`src/rtl/fp_add_pkg.sv`:
```
// Shared FP-adder definitions: format widths, exponent encodings used by
// fp_add_unpack and spc_case, field-slice helpers and the unpacked-operand struct.
package fp_add_pkg;

  localparam int FP_E_WIDTH = 8;
  localparam int FP_M_WIDTH = 23;
  localparam int FP_D_WIDTH = 5;
  localparam int FP_W       = FP_E_WIDTH + FP_M_WIDTH + 1;

  localparam logic [FP_E_WIDTH-1:0] FP_BIAS          = FP_E_WIDTH'(1 << (FP_E_WIDTH - 1));
  localparam logic [FP_E_WIDTH-1:0] FP_EXP_INF_NAN   = FP_BIAS;
  localparam logic [FP_E_WIDTH-1:0] FP_EXP_ZERO      = FP_BIAS + FP_E_WIDTH'(1);
  localparam logic [FP_E_WIDTH-1:0] FP_EXP_ORG_ZERO  = {FP_E_WIDTH{1'b0}};
  localparam logic [FP_E_WIDTH-1:0] FP_EXP_ORG_ONES  = {FP_E_WIDTH{1'b1}};
  localparam logic [FP_E_WIDTH-1:0] FP_EXP_EFF_MIN   = FP_E_WIDTH'(1);

  typedef logic [FP_W-1:0] fp_word_t;

  typedef struct packed {
    logic                  sign;
    logic [FP_E_WIDTH-1:0] exp_org;
    logic [FP_E_WIDTH-1:0] exp_unb;
    logic [FP_E_WIDTH-1:0] exp_eff;
    logic [FP_M_WIDTH-1:0] mnt;
    logic [FP_M_WIDTH:0]   sig;
  } fp_unpacked_t;

  function automatic logic fp_sign(input fp_word_t w);
    return w[FP_W-1];
  endfunction

  function automatic logic [FP_E_WIDTH-1:0] fp_exp(input fp_word_t w);
    return w[FP_W-2 -: FP_E_WIDTH];
  endfunction

  function automatic logic [FP_M_WIDTH-1:0] fp_mnt(input fp_word_t w);
    return w[FP_M_WIDTH-1:0];
  endfunction

  // Wraps modulo 2^E so all-ones lands on BIAS and zero on BIAS+1.
  function automatic logic [FP_E_WIDTH-1:0] fp_unbias(input logic [FP_E_WIDTH-1:0] e);
    return e - (FP_BIAS - FP_E_WIDTH'(1));
  endfunction

endpackage

```
`src/rtl/fp_field_split.sv`:
```
// Combinational splitter for one packed operand into sign/exponent/mantissa views.
// Honours FP_UNPACK_DAZ_EN (subnormals flushed to signed zero when defined).
module fp_field_split
  import fp_add_pkg::*;
(
  input  fp_word_t     word_i,
  output fp_unpacked_t fields_o
);

  // Field extraction, hidden bit and effective exponent.
  always_comb begin
    fields_o         = '0;
    fields_o.sign    = fp_sign(word_i);
    fields_o.exp_org = fp_exp(word_i);
    fields_o.exp_unb = fp_unbias(fields_o.exp_org);
    fields_o.mnt     = fp_mnt(word_i);
    if (fields_o.exp_org != FP_EXP_ORG_ZERO) begin
      fields_o.exp_eff = fields_o.exp_org;
      fields_o.sig     = {1'b1, fields_o.mnt};
    end else begin
`ifdef FP_UNPACK_DAZ_EN
      fields_o.mnt     = {FP_M_WIDTH{1'b0}};
`endif
      fields_o.exp_eff = FP_EXP_EFF_MIN;
      fields_o.sig     = {1'b0, fields_o.mnt};
    end
  end

endmodule

```
`src/rtl/fp_add_unpack.sv`:
```
// FP adder operand intake: two-stage valid/ready pipeline that unpacks both operands,
// orders them by magnitude and saturates the exponent difference. Option: FP_UNPACK_DAZ_EN.
module fp_add_unpack
  import fp_add_pkg::*;
#(
  parameter int E_WIDTH = FP_E_WIDTH,
  parameter int M_WIDTH = FP_M_WIDTH,
  parameter int D_WIDTH = FP_D_WIDTH
) (
  input  logic                     clk,
  input  logic                     rst,
  input  logic                     in_valid,
  output logic                     in_ready,
  input  logic [E_WIDTH+M_WIDTH:0] op_A,
  input  logic [E_WIDTH+M_WIDTH:0] op_B,
  output logic                     out_valid,
  input  logic                     out_ready,
  output logic                     sign_A,
  output logic                     sign_B,
  output logic [E_WIDTH-1:0]       exp_A,
  output logic [E_WIDTH-1:0]       exp_B,
  output logic [E_WIDTH-1:0]       exp_A_org,
  output logic [E_WIDTH-1:0]       exp_B_org,
  output logic [M_WIDTH-1:0]       mnt_A,
  output logic [M_WIDTH-1:0]       mnt_B,
  output logic [M_WIDTH:0]         sig_big,
  output logic [M_WIDTH:0]         sig_small,
  output logic [E_WIDTH-1:0]       exp_big,
  output logic [D_WIDTH-1:0]       exp_diff,
  output logic                     swapped,
  output logic                     eff_sub
);

  localparam logic [E_WIDTH-1:0] DIFF_MAX = E_WIDTH'((1 << D_WIDTH) - 1);

  typedef struct packed {
    logic               sign_a;
    logic               sign_b;
    logic [E_WIDTH-1:0] exp_a;
    logic [E_WIDTH-1:0] exp_b;
    logic [E_WIDTH-1:0] exp_a_org;
    logic [E_WIDTH-1:0] exp_b_org;
    logic [M_WIDTH-1:0] mnt_a;
    logic [M_WIDTH-1:0] mnt_b;
    logic [M_WIDTH:0]   sig_big;
    logic [M_WIDTH:0]   sig_small;
    logic [E_WIDTH-1:0] exp_big;
    logic [D_WIDTH-1:0] exp_diff;
    logic               swapped;
    logic               eff_sub;
  } res_t;

  logic                     s1_valid_q, s1_valid_d;
  logic [E_WIDTH+M_WIDTH:0] a_q, a_d, b_q, b_d;
  logic                     out_valid_q, out_valid_d;
  res_t                     res_q, res_d, res_s;
  logic                     s1_adv_s, s2_adv_s;

  fp_unpacked_t             fa_s, fb_s, big_s, small_s;
  logic [E_WIDTH-1:0]       diff_full_s;

  assign s2_adv_s = !out_valid_q || out_ready;
  assign s1_adv_s = !s1_valid_q || s2_adv_s;
  assign in_ready = s1_adv_s;

  fp_field_split u_split_a (.word_i(a_q), .fields_o(fa_s));
  fp_field_split u_split_b (.word_i(b_q), .fields_o(fb_s));

  // Stage-2 datapath: magnitude ordering and saturated exponent difference.
  always_comb begin
    res_s           = '0;
    res_s.sign_a    = fa_s.sign;
    res_s.sign_b    = fb_s.sign;
    res_s.exp_a     = fa_s.exp_unb;
    res_s.exp_b     = fb_s.exp_unb;
    res_s.exp_a_org = fa_s.exp_org;
    res_s.exp_b_org = fb_s.exp_org;
    res_s.mnt_a     = fa_s.mnt;
    res_s.mnt_b     = fb_s.mnt;
    res_s.swapped   = {fb_s.exp_org, fb_s.mnt} > {fa_s.exp_org, fa_s.mnt};
    res_s.eff_sub   = fa_s.sign ^ fb_s.sign;
    if (res_s.swapped) begin
      big_s   = fb_s;
      small_s = fa_s;
    end else begin
      big_s   = fa_s;
      small_s = fb_s;
    end
    res_s.sig_big   = big_s.sig;
    res_s.sig_small = small_s.sig;
    res_s.exp_big   = big_s.exp_eff;
    diff_full_s     = big_s.exp_eff - small_s.exp_eff;
    if (diff_full_s > DIFF_MAX) begin
      res_s.exp_diff = {D_WIDTH{1'b1}};
    end else begin
      res_s.exp_diff = D_WIDTH'(diff_full_s);
    end
  end

  // Pipeline next-state; data only loads on a real transfer so bubbles leave it intact.
  always_comb begin
    s1_valid_d  = s1_valid_q;
    a_d         = a_q;
    b_d         = b_q;
    out_valid_d = out_valid_q;
    res_d       = res_q;
    if (s1_adv_s) begin
      s1_valid_d = in_valid;
      if (in_valid) begin
        a_d = op_A;
        b_d = op_B;
      end else begin
        a_d = a_q;
        b_d = b_q;
      end
    end else begin
      s1_valid_d = s1_valid_q;
    end
    if (s2_adv_s) begin
      out_valid_d = s1_valid_q;
      if (s1_valid_q) begin
        res_d = res_s;
      end else begin
        res_d = res_q;
      end
    end else begin
      out_valid_d = out_valid_q;
    end
  end

  // Pipeline registers.
  always_ff @(posedge clk or posedge rst) begin
    if (rst) begin
      s1_valid_q  <= 1'b0;
      a_q         <= '0;
      b_q         <= '0;
      out_valid_q <= 1'b0;
      res_q       <= '0;
    end else begin
      s1_valid_q  <= s1_valid_d;
      a_q         <= a_d;
      b_q         <= b_d;
      out_valid_q <= out_valid_d;
      res_q       <= res_d;
    end
  end

  assign out_valid = out_valid_q;
  assign sign_A    = res_q.sign_a;
  assign sign_B    = res_q.sign_b;
  assign exp_A     = res_q.exp_a;
  assign exp_B     = res_q.exp_b;
  assign exp_A_org = res_q.exp_a_org;
  assign exp_B_org = res_q.exp_b_org;
  assign mnt_A     = res_q.mnt_a;
  assign mnt_B     = res_q.mnt_b;
  assign sig_big   = res_q.sig_big;
  assign sig_small = res_q.sig_small;
  assign exp_big   = res_q.exp_big;
  assign exp_diff  = res_q.exp_diff;
  assign swapped   = res_q.swapped;
  assign eff_sub   = res_q.eff_sub;

endmodule

```
`config.mk`:
```
export PLATFORM = sky130hd
export DESIGN_NAME = fp_add_unpack
export DESIGN_NICKNAME = d
export VERILOG_FILES = /design/src/rtl/fp_add_pkg.sv /design/src/rtl/fp_field_split.sv /design/src/rtl/fp_add_unpack.sv
export SDC_FILE = /design/constraint.sdc
export NUM_CORES = 1
export LEC_CHECK = 0
export ABC_AREA = 1
export CAP_MARGIN = 20
export CORE_ASPECT_RATIO = 0.8
export CORE_MARGIN = 2
export CORE_UTILIZATION = 46
export DETAILED_ROUTE_END_ITERATION = 8
export GPL_TIMING_DRIVEN = 1
export PLACE_DENSITY_LB_ADDON = 0.08
export SLEW_MARGIN = 10
export SYNTH_ARGS = -nofsm -noshare
export SYNTH_HDL_FRONTEND = slang
export SYNTH_SLANG_ARGS = --single-unit
```
`constraint.sdc`:
```
create_clock -name clk -period 6.8 [get_ports clk]
set_clock_uncertainty 0.05 [all_clocks]
set_input_delay 1.36 -clock clk [delete_from_list [all_inputs] [get_ports clk]]
set_output_delay 1.36 -clock clk [all_outputs]
set_load 0.02 [all_outputs]
```
==> results.json, run 1 <==
{
  "status": "finished, final reports clean",
  "critical_path_class": "flop to flop",
  "rsz0062_at_grt": "false",
  "netlist_area_um2": 9580,
  "cts_tree": "done",
  "r2r_setup_slack_ns": 2.48,
  "reg2reg_depth": 25,
  "drc": 0,
  "synthFlopType": "dfrtp_1",
  "min_from": "sig_small[2]$_DFFE_PP0P_",
  "synth_edf_count": 0,
  "r2r_end": "exp_diff[4]$_DFFE_PP0P_",
  "place_inst": 1520,
  "clkLatencyLatePin_ns": 0.50,
  "ant_nets": 0,
  "dieWidth_um": 165,
  "ys_top_cells_by_area": "dfrtp_1 (55%), nand2_1 (14%), ha_1 (5.5%)",
  "grt_pass1_wl_um": 40600,
  "worstMarginPinSlew_ns": 0.997,
  "critPathTopFamily": "simple AND/OR/NAND/NOR gates",
  "crit_start": "a_q[25]$_DFFE_PP0P_",
  "cts.htree.levels": 1,
  "die-area_um2": 22000,
  "critPathSlowestCell": "nand2_4",
  "gr-total-overflow": 0,
  "drtPass1Iterations": 5,
  "pin_count": 213,
  "drt-wirelength-per-cell_um": 16.3,
  "finalInstanceArea_um2": 12700,
  "peakVddDrop_mv": 0.230,
  "seq_area_frac_synth_pct": 54.6,
  "root_buffer": "clkbuf_16",
  "place_area_um2": 11900,
  "hold-worst-slack_ns": 0.425,
  "finalMaxSlewViolations": 0,
  "fin_crit_sh_pct": 63.5,
  "antenna_found_initial": 1,
  "hold_path.class": "flop to flop",
  "powerDensity_nw_per_um2": 427,
  "post-dp-hpwl_um": 17400,
  "viasPerCell": 5.06,
  "whs_path_depth": 2,
  "cts-hold-fix-buffers": 0,
  "ys_ff_latch": 209,
  "fin_nets": 1386,
  "slew_headroom_pct": 33.5,
  "synth_warnings": 0,
  "cp.required_ns": 7.12,
  "cts_resized": 0,
  "synth.top_cell.area_share_pct": 54.6,
  "clk_path_buf_depth": 3,
  "yosysUniqueCellTypes": 43,
  "critPathLaunchType": "flop",
  "synth_nets": 1197,
  "synthCells": 1086,
  "setup_viol": 0,
  "drv.max_cap_violation_count": 0,
  "drive_gt1_share_pct": 7.20,
  "area_growth_pct": 32.2,
  "gp_congestion": 0.884,
  "path_clk_slew_ns": 0.06,
  "period_minus_slack_ns": 4.32,
  "leakagePower_nw": 6.17,
  "max_freq_ghz": 0.231,
  "post-route-util_pct": 61.5,
  "tns_ns": 0,
  "core-area_um2": 20600,
  "cp.arrival_ns": 4.64,
  "worst-path-buf-inv": 5,
  "cts_setup_buffers": 0,
  "synth.avg_cell_area_um2": 8.82,
  "timing.rr.start": "a_q[25]$_DFFE_PP0P_",
  "rows": 47,
  "yosys-top-cells-count": "nand2_1 (353), dfrtp_1 (209), a21oi_1 (83)",
  "routed_wl_um": 25500,
  "antenna_cells": 0,
  "vias": 7898,
  "grt_usage_pct": 23.5,
  "synth_area_leader_cell": "dfrtp_1",
  "start_util_pct": 46.5,
  "initialDrtViolationCount": 597,
  "synth.most_common_cell": "nand2_1",
  "port_buffers": 212,
  "grt_max_degree": 125,
  "clock-sinks": 209,
  "hold_viol_final": 0,
  "critPathMostFrequentCell": "nand2_1",
  "cp-end-kind": "flop",
  "cts_buffers": 22,
  "whs_endpoint": "sig_small[2]$_DFFE_PP0P_",
  "cp_slowest_stage_delay_ns": 0.71,
  "fin_cells": 1560,
  "grt_pass1_vias": 7547,
  "synthArstFlopShare_pct": 100,
  "critPathMaxFanout": 93,
  "die_height_um": 133
}
[flip-flops by register name (all words and copies together) (netlist names), 8 cells and up]
signal / cells
sig_big: 24
exp_A: 8
exp_B_org: 8
mnt_B: 23
mnt_A: 23
exp_big: 8
exp_B: 8
exp_A_org: 8
sig_small: 24
b_q: 32
a_q: 32
[final cells by class]
| type | count | area (um2) |
|---|---|---|
| clock inverter | 7 | 110 |
| timing repair buffer | 218 | 2180 |
| multi-input combinational | 743 | 3850 |
| inverter | 81 | 308 |
| tap | 269 | 337 |
| clock buffer | 33 | 653 |
| fill | 1815 | 7920 |
| sequential | 209 | 5230 |
[how the worst max path moves through the flow]
| stage | end | slack [ns] | cells after the start |
|---|---|---|---|
| detailed placement | exp_diff[2]$_DFFE_PP0P_ | 2.47 | 22 |
| global route | exp_diff[4]$_DFFE_PP0P_ | 2.02 | 25 |
| floorplan | a_q[0]$_DFFE_PP0P_ | 2.68 | 1 |
| global placement | exp_diff[4]$_DFFE_PP0P_ | 2.55 | 22 |
| CTS | exp_diff[2]$_DFFE_PP0P_ | 2.44 | 22 |
| finish | exp_diff[4]$_DFFE_PP0P_ | 2.48 | 25 |
[kinds of logic after synthesis]
family | Yosys count | synth area share (%)
and+or+nand+nor | 468 | 19.8
DFF | 209 | 54.6
buffers and inverters | 134 | 5.45
muxes | 25 | 2.94
AOI/OAI and AO/OA | 201 | 11.0
xor gates and xnor gates | 6 | 0.549
adders and majority gates | 43 | 5.70
[layout by cell type, fill, tap and decap left out, types with 3 or more instances in the layout]
master,Yosys,routed
a21oi_1,83,83
clkbuf_1,36,6
ha_1,42,42
nand2_1,353,351
nand4_1,4,4
clkbuf_16,0,23
dfrtp_1,209,209
clkinv_2,0,4
o21ai_0,60,60
nor2_2,6,6
o22ai_1,3,3
buf_4,0,5
nor2_1,62,62
nand2_4,1,4
o211ai_1,4,4
o21ai_1,41,41
nand3_1,18,18
mux2_2,25,25
inv_2,4,5
nor3_1,5,5
clkbuf_8,0,4
xor2_1,3,3
xnor2_1,3,3
nand2_2,7,6
bufinv_16,0,3
inv_1,75,74
clkdlybuf4s50_1,0,212
[power breakdown]
part / leakage, nW / internal [mW] / switching (mW) / total (mW)
clock: 0.377 / 0.777 / 0.484 / 1.26
combinational: 3.35 / 0.956 / 1.29 / 2.25
sequential: 2.45 / 1.63 / 0.266 / 1.90
[layer usage]
layer / up-vias / GRT usage, % / share of wire [%]
met4: 2 / 5.03 / 1.8
met3: 35 / 4.83 / 7.5
li1: 3889 / - / -
met2: 254 / 32.8 / 41
met1: 3718 / 37.5 / 49
met5: - / 0 / 0.055
[per-stage QoR]
stage	worst slack (ns)	power, mW
after detailed placement	2.47	4.17
after global routing	2.02	5.76
after floorplan	2.68	3.15
after CTS	2.44	5.45
after global placement	2.55	4.15
final	2.48	5.41
[worst register-to-register path: stages, from the launching register on]
cell,delay [ns]
dfrtp_1,0.49
inv_1,0.17
ha_1,0.32
nand2_1,0.06
inv_1,0.05
nand2_1,0.06
nand2_1,0.05
nand2_1,0.05
nand2_1,0.05
a21oi_1,0.15
nand2_2,0.10
nand2_4,0.71
inv_2,0.09
or2_1,0.26
o22ai_1,0.11
inv_1,0.08
ha_1,0.20
fa_1,0.36
inv_1,0.07
nand2_1,0.08
nand3_2,0.12
nand3_2,0.07
nand3_1,0.07
nand2_1,0.07
nor2_2,0.21
a21oi_1,0.10
Power figures use the tool's default switching activity.
==> run 2, diff against run 1 <==
Settings changed: CORE_UTILIZATION 46 to 51.
Clock period 6.8 ns to 4.5 ns, I/O delays scaled along.
==> run 2 against run 1 <==
Combinational power increased by 53%. Clock power is 50% higher. Global-route usage up 2.6 points. Cell count down 0.71%. Largest power group unchanged. Critical path type unchanged. Routed wire length is 0.24% lower.
==> results.json, run 2 (same netlist as run 1, synthesis figures left out) <==
{
  "status": "finished, final reports clean",
  "cp.arrival_ns": 4.20,
  "final_cell_mix": "nand2_1 (351), clkdlybuf4s50_1 (212), dfrtp_1 (209)",
  "hold_viol_final": 0,
  "cp_slowest_stage_delay_ns": 0.49,
  "clkLatencyLatePin_ns": 0.50,
  "port_buffers": 212,
  "cts_tree": "done",
  "cp-end-kind": "flop",
  "post-dp-hpwl_um": 17200,
  "gr-total-overflow": 0,
  "use_met3_pct": 5.33,
  "r2r_setup_slack_ns": 0.63,
  "drt-wirelength-per-cell_um": 16.4,
  "period_minus_slack_ns": 3.87,
  "worstMarginPinSlew_ns": 0.712,
  "fin_crit_sh_pct": 86.1,
  "biggestRegsByFlops": "a_q (32), b_q (32)",
  "leakagePower_nw": 6.18,
  "pre_cts_ws_ns": 0.703,
  "fin_nets": 1390,
  "setup_slack_ns": 0.627,
  "area_growth_pct": 32.7,
  "antenna_found_initial": 4,
  "cp.required_ns": 4.82,
  "peakVddDrop_mv": 0.435,
  "critPathSlowestCell": "dfrtp_1",
  "globalRouteMet2Util_pct": 37.9,
  "hold_path.class": "flop to flop",
  "rsz0062_at_grt": "false",
  "power_mw": 8.20,
  "post-route-util_pct": 69.5,
  "cts_resized": 0,
  "vias": 8049,
  "clk_path_buf_depth": 3,
  "cts.htree.levels": 1,
  "finalMaxSlewViolations": 0,
  "slew_headroom_pct": 52.6,
  "grt.busiest_layer": "met1",
  "clock-sinks": 209,
  "max_freq_ghz": 0.258,
  "grt_max_degree": 174,
  "drv.max_cap_violation_count": 0,
  "initialDrtViolationCount": 494,
  "drive_gt1_share_pct": 7.49,
  "path_clk_slew_ns": 0.06,
  "routed_wl_um": 25400,
  "gp_congestion": 0.853,
  "drc": 0,
  "grt_pass1_wl_um": 41300,
  "die_height_um": 127,
  "fin_cells": 1549,
  "root_buffer": "clkbuf_16",
  "powerDensity_nw_per_um2": 645,
  "rows": 44,
  "die-area_um2": 19900,
  "viasPerCell": 5.20,
  "dieWidth_um": 157,
  "grt_usage_pct": 26.1,
  "grt_pass1_vias": 7693,
  "critPathTopFamily": "simple AND/OR/NAND/NOR gates",
  "critPathMostFrequentCell": "nand2_1",
  "cts_setup_buffers": 0,
  "cts-hold-fix-buffers": 0,
  "critical_path_class": "flop to flop",
  "drtPass1Iterations": 5,
  "use_met1_pct": 40.7,
  "tns_ns": 0,
  "cts_buffers": 22,
  "setup_viol": 0,
  "ant_nets": 0,
  "critPathMaxFanout": 23,
  "start_util_pct": 52.4,
  "final_common_cell": "nand2_1",
  "worst-path-buf-inv": 5,
  "critPathLaunchType": "flop",
  "pin_count": 213,
  "core-area_um2": 18300,
  "place_inst": 1508
}
==> run 2: cell types whose count changed in the layout (fill, tap and decap cells not counted) <==
| cell | previous run | this run |
|---|---|---|
| buf_12 | 1 | 4 |
| buf_4 | 5 | 6 |
| clkbuf_8 | 4 | 2 |
| clkinv_2 | 4 | 2 |
| clkinvlp_4 | 1 | 5 |
| diode_2 | 0 | 1 |
==> run 2: report_power, final <==
part,internal (mW),leakage (nW),switching (mW)
sequential,2.47,2.45,0.397
combinational,1.47,3.38,1.98
clock,1.14,0.356,0.747
total,5.08,6.18,3.12
==> run 2: area by class of cell <==
class	instances	area (um2)
fillers	1482	5570
diodes	1	2.50
flip-flops and latches	209	5230
repair buffers	222	2250
inverters	81	308
multi-input cells	743	3850
well taps	253	317
clock buffers	31	626
clock inverters	9	130
==> run 2: worst reg2reg max path: stages (launching register included) <==
cell     delay [ns]
dfrtp_1        0.49
inv_1          0.20
ha_1           0.33
nand2_1        0.06
inv_1          0.05
nand2_1        0.06
nand2_1        0.05
nand2_1        0.05
nand2_1        0.05
a21oi_1        0.18
nand2_2        0.12
nand2_4        0.21
inv_2          0.08
or2_1          0.22
o22ai_1        0.11
inv_1          0.08
ha_1           0.19
fa_1           0.39
inv_1          0.08
nand2_1        0.08
nand3_2        0.12
nand3_2        0.07
nand3_1        0.07
nand2_1        0.06
nor2_2         0.21
a21oi_1        0.10
==> run 2: per-stage QoR <==
stage               hold slack (ns)  area [um2]
floorplan                     0.403        9580
global placement              0.411       11900
detailed placement            0.415       11900
CTS                           0.431       12700
global route                  0.449       12700
finish                        0.426       12700
==> run 2: path summary, 6_finish.rpt <==
kind	start	end	depth (start not counted)
hold / removal	sig_big[1]$_DFFE_PP0P_	sig_big[1]$_DFFE_PP0P_	2
min in group asynchronous	rst	exp_A_org[3]$_DFFE_PP0P_	2
setup / recovery	a_q[25]$_DFFE_PP0P_	exp_diff[1]$_DFFE_PP0P_	25
hold reg to reg	sig_big[1]$_DFFE_PP0P_	sig_big[1]$_DFFE_PP0P_	2
setup reg to reg	a_q[25]$_DFFE_PP0P_	exp_diff[1]$_DFFE_PP0P_	25
max in group asynchronous	rst	b_q[6]$_DFFE_PP0P_	3
==> run 2: metal layers <==
| metal | share of wire, % | up-vias |
|---|---|---|
| met5 | 0.15 | - |
| met4 | 1.8 | 6 |
| met3 | 7.5 | 43 |
| met2 | 42 | 281 |
| met1 | 49 | 3812 |
| li1 | - | 3907 |
==> run 3, diff against run 2 <==
Clock period 4.5 ns to 4.05 ns, I/O delays scaled along.
==> run 3 against run 2 <==
Non-clock buffer count rose by 5. Total power is 9.5% higher. Via count shrank 1.2%. Setup slack got worse by 0.33 ns. Combinational power up 12%. First-iteration DRC count rose by 19%. Clock-buffer cell count down 5. Routed wire length barely moved. Sequential power increased by 11%. Fmax grew 3.2%. Design area decreased by 0.31%. Critical endpoint is now exp_diff[2]$_DFFE_PP0P_. Largest cell class unchanged.
==> results.json, run 3 (same netlist as run 1, synthesis figures left out) <==
{
  "setup_viol": 0,
  "rsz0062_at_grt": "false",
  "critPathSlowestCell": "dfrtp_1",
  "r2r_setup_slack_ns": 0.30,
  "hold_path.class": "flop to flop",
  "regArea_um2": 5230,
  "fin_crit_sh_pct": 92.7,
  "grt_pass1_wl_um": 40200,
  "p_seq_share_pct": 35.3,
  "path_clk_slew_ns": 0.07,
  "gp_congestion": 0.910,
  "fillers": 1470,
  "worstMarginPinSlew_ns": 0.799,
  "critical_path_class": "flop to flop",
  "post-dp-hpwl_um": 17300,
  "grt_usage_pct": 25.5,
  "cts_tree": "done",
  "cp.required_ns": 4.36,
  "internal_power_mw": 5.55,
  "vias": 7955,
  "reg2reg_depth": 21,
  "clkLatencyLatePin_ns": 0.49,
  "dieWidth_um": 157,
  "biggestRegsByFlops": "a_q (32), b_q (32)",
  "die-area_um2": 19900,
  "min_from": "sig_small[6]$_DFFE_PP0P_",
  "hold_viol_final": 0,
  "switching_share_pct": 38.2,
  "core-area_um2": 18300,
  "fin_nets": 1394,
  "cts_buffers": 21,
  "whs_endpoint": "sig_small[6]$_DFFE_PP0P_",
  "critPathLaunchType": "flop",
  "critPathTopFamily": "simple AND/OR/NAND/NOR gates",
  "die_height_um": 127,
  "cp.depth": 21,
  "drive_gt1_share_pct": 7.65,
  "cts.htree.levels": 1,
  "combPwrFrac_pct": 42.8,
  "viasPerCell": 5.14,
  "power_switching_mw": 3.43,
  "clock-sinks": 209,
  "clockPowerShare_pct": 21.9,
  "whs_path_depth": 2,
  "drt-wirelength-per-cell_um": 16.4,
  "powerDensity_nw_per_um2": 709,
  "port_buffers": 212,
  "drc": 0,
  "initialDrtViolationCount": 589,
  "cp_slowest_stage_delay_ns": 0.41,
  "period_minus_slack_ns": 3.75,
  "antenna_found_initial": 2,
  "grt_max_degree": 159,
  "clk_path_buf_depth": 3,
  "gr-total-overflow": 0,
  "root_buffer": "clkbuf_16",
  "critPathMaxFanout": 23,
  "peakVddDrop_mv": 0.461,
  "cp.arrival_ns": 4.06,
  "grt_pass1_vias": 7500,
  "slew_headroom_pct": 46.7,
  "multiInputGateArea_um2": 3850,
  "max_freq_ghz": 0.266,
  "place_area_um2": 12000,
  "r2r_end": "exp_diff[2]$_DFFE_PP0P_",
  "cp-end-kind": "flop",
  "ant_nets": 0,
  "drv.max_cap_violation_count": 0,
  "leakagePower_nw": 6.19,
  "routed_wl_um": 25400,
  "finalMaxSlewViolations": 0,
  "finalInstanceArea_um2": 12700,
  "hold-worst-slack_ns": 0.428,
  "drtPass1Iterations": 5,
  "final_cell_mix": "nand2_1 (351), clkdlybuf4s50_1 (212), dfrtp_1 (209)",
  "final_common_cell": "nand2_1",
  "rows": 44,
  "pin_count": 213,
  "tns_ns": 0,
  "start_util_pct": 52.4,
  "crit_chain": "ha_1 > nand2_1 > nor2_2 > nand4_1 > nor2_2 > nand3b_1 > nand2_4 > inv_2 > or2_1 > o22ai_1 > inv_1 > ha_1 > fa_1 > inv_1 > nand2_1 > nand3_2 > nand3_2 > nand3_1 > nand2_1 > nor2_2 > a21oi_1",
  "status": "finished, final reports clean",
  "timing.rr.start": "b_q[22]$_DFFE_PP0P_",
  "area_growth_pct": 32.3,
  "worst-path-buf-inv": 3
}
==> run 3: changes by cell type in the layout (fill, tap and decap cells not counted), sizes merged <==
cell      change
buf           +5
clkbuf        -5
clkinvlp      -4
clkinv        +3
==> run 3: worst min-delay path: stages (launching register included) <==
cell and delay, ns:
dfrtp_1 0.34, nand2_1 0.05, nand2_1 0.05
==> run 3: layout make-up <==
class,count,share of cell area [%]
clock buffer,26,4.45
timing repair buffer,227,18.0
tap,253,2.50
clock inverter,8,0.909
inverter,81,2.43
antenna,1,0.0198
sequential,209,41.3
multi-input combinational,743,30.4
==> run 3: power groups by stage <==
stage               Combinational, mW  Clock, mW  Sequential, mW
floorplan                        1.49          0            3.81
CTS                              3.87       1.99            3.17
global placement                 3.81          0            3.19
global route                     4.19       2.09            3.24
detailed placement               3.85          0            3.18
finish                           3.85       1.97            3.17
==> run 3: through the flow <==
step	power, mW	std cells	setup slack (ns)	utilization, %
2_1_floorplan	5.29	1086	0.476	-
3_3_place_gp	6.99	1513	0.431	65.6
3_5_place_dp	7.03	1513	0.316	65.6
4_1_cts	9.03	1547	0.279	69.3
5_1_grt	9.52	1547	0.00461	69.3
6_report	8.98	1548	0.297	69.3
==> run 3: worst max path at each step <==
stage / startpoint / endpoint
2_1_floorplan: rst / a_q[0]$_DFFE_PP0P_
3_3_place_gp: a_q[10]$_DFFE_PP0P_ / exp_diff[4]$_DFFE_PP0P_
3_5_place_dp: b_q[22]$_DFFE_PP0P_ / exp_diff[4]$_DFFE_PP0P_
4_1_cts: b_q[22]$_DFFE_PP0P_ / exp_diff[3]$_DFFE_PP0P_
5_1_grt: a_q[9]$_DFFE_PP0P_ / exp_diff[4]$_DFFE_PP0P_
6_report: b_q[22]$_DFFE_PP0P_ / exp_diff[2]$_DFFE_PP0P_
==> run 3: what timing repair did <==
item / in CTS / in global routing
buffers inserted: 0 / 0
setup endpoints to repair: 0 / 1
resized for setup: 0 / 0
hold buffers: 0 / 0
==> run 3: layer usage <==
layer / up-vias / wire (um) / GRT usage [%]
met1: 3777 / 12600 / 40.0
li1: 3896 / - / -
met4: 2 / 334 / 4.01
met3: 29 / 1940 / 5.88
met2: 251 / 10600 / 37.0
met5: - / 11 / 0
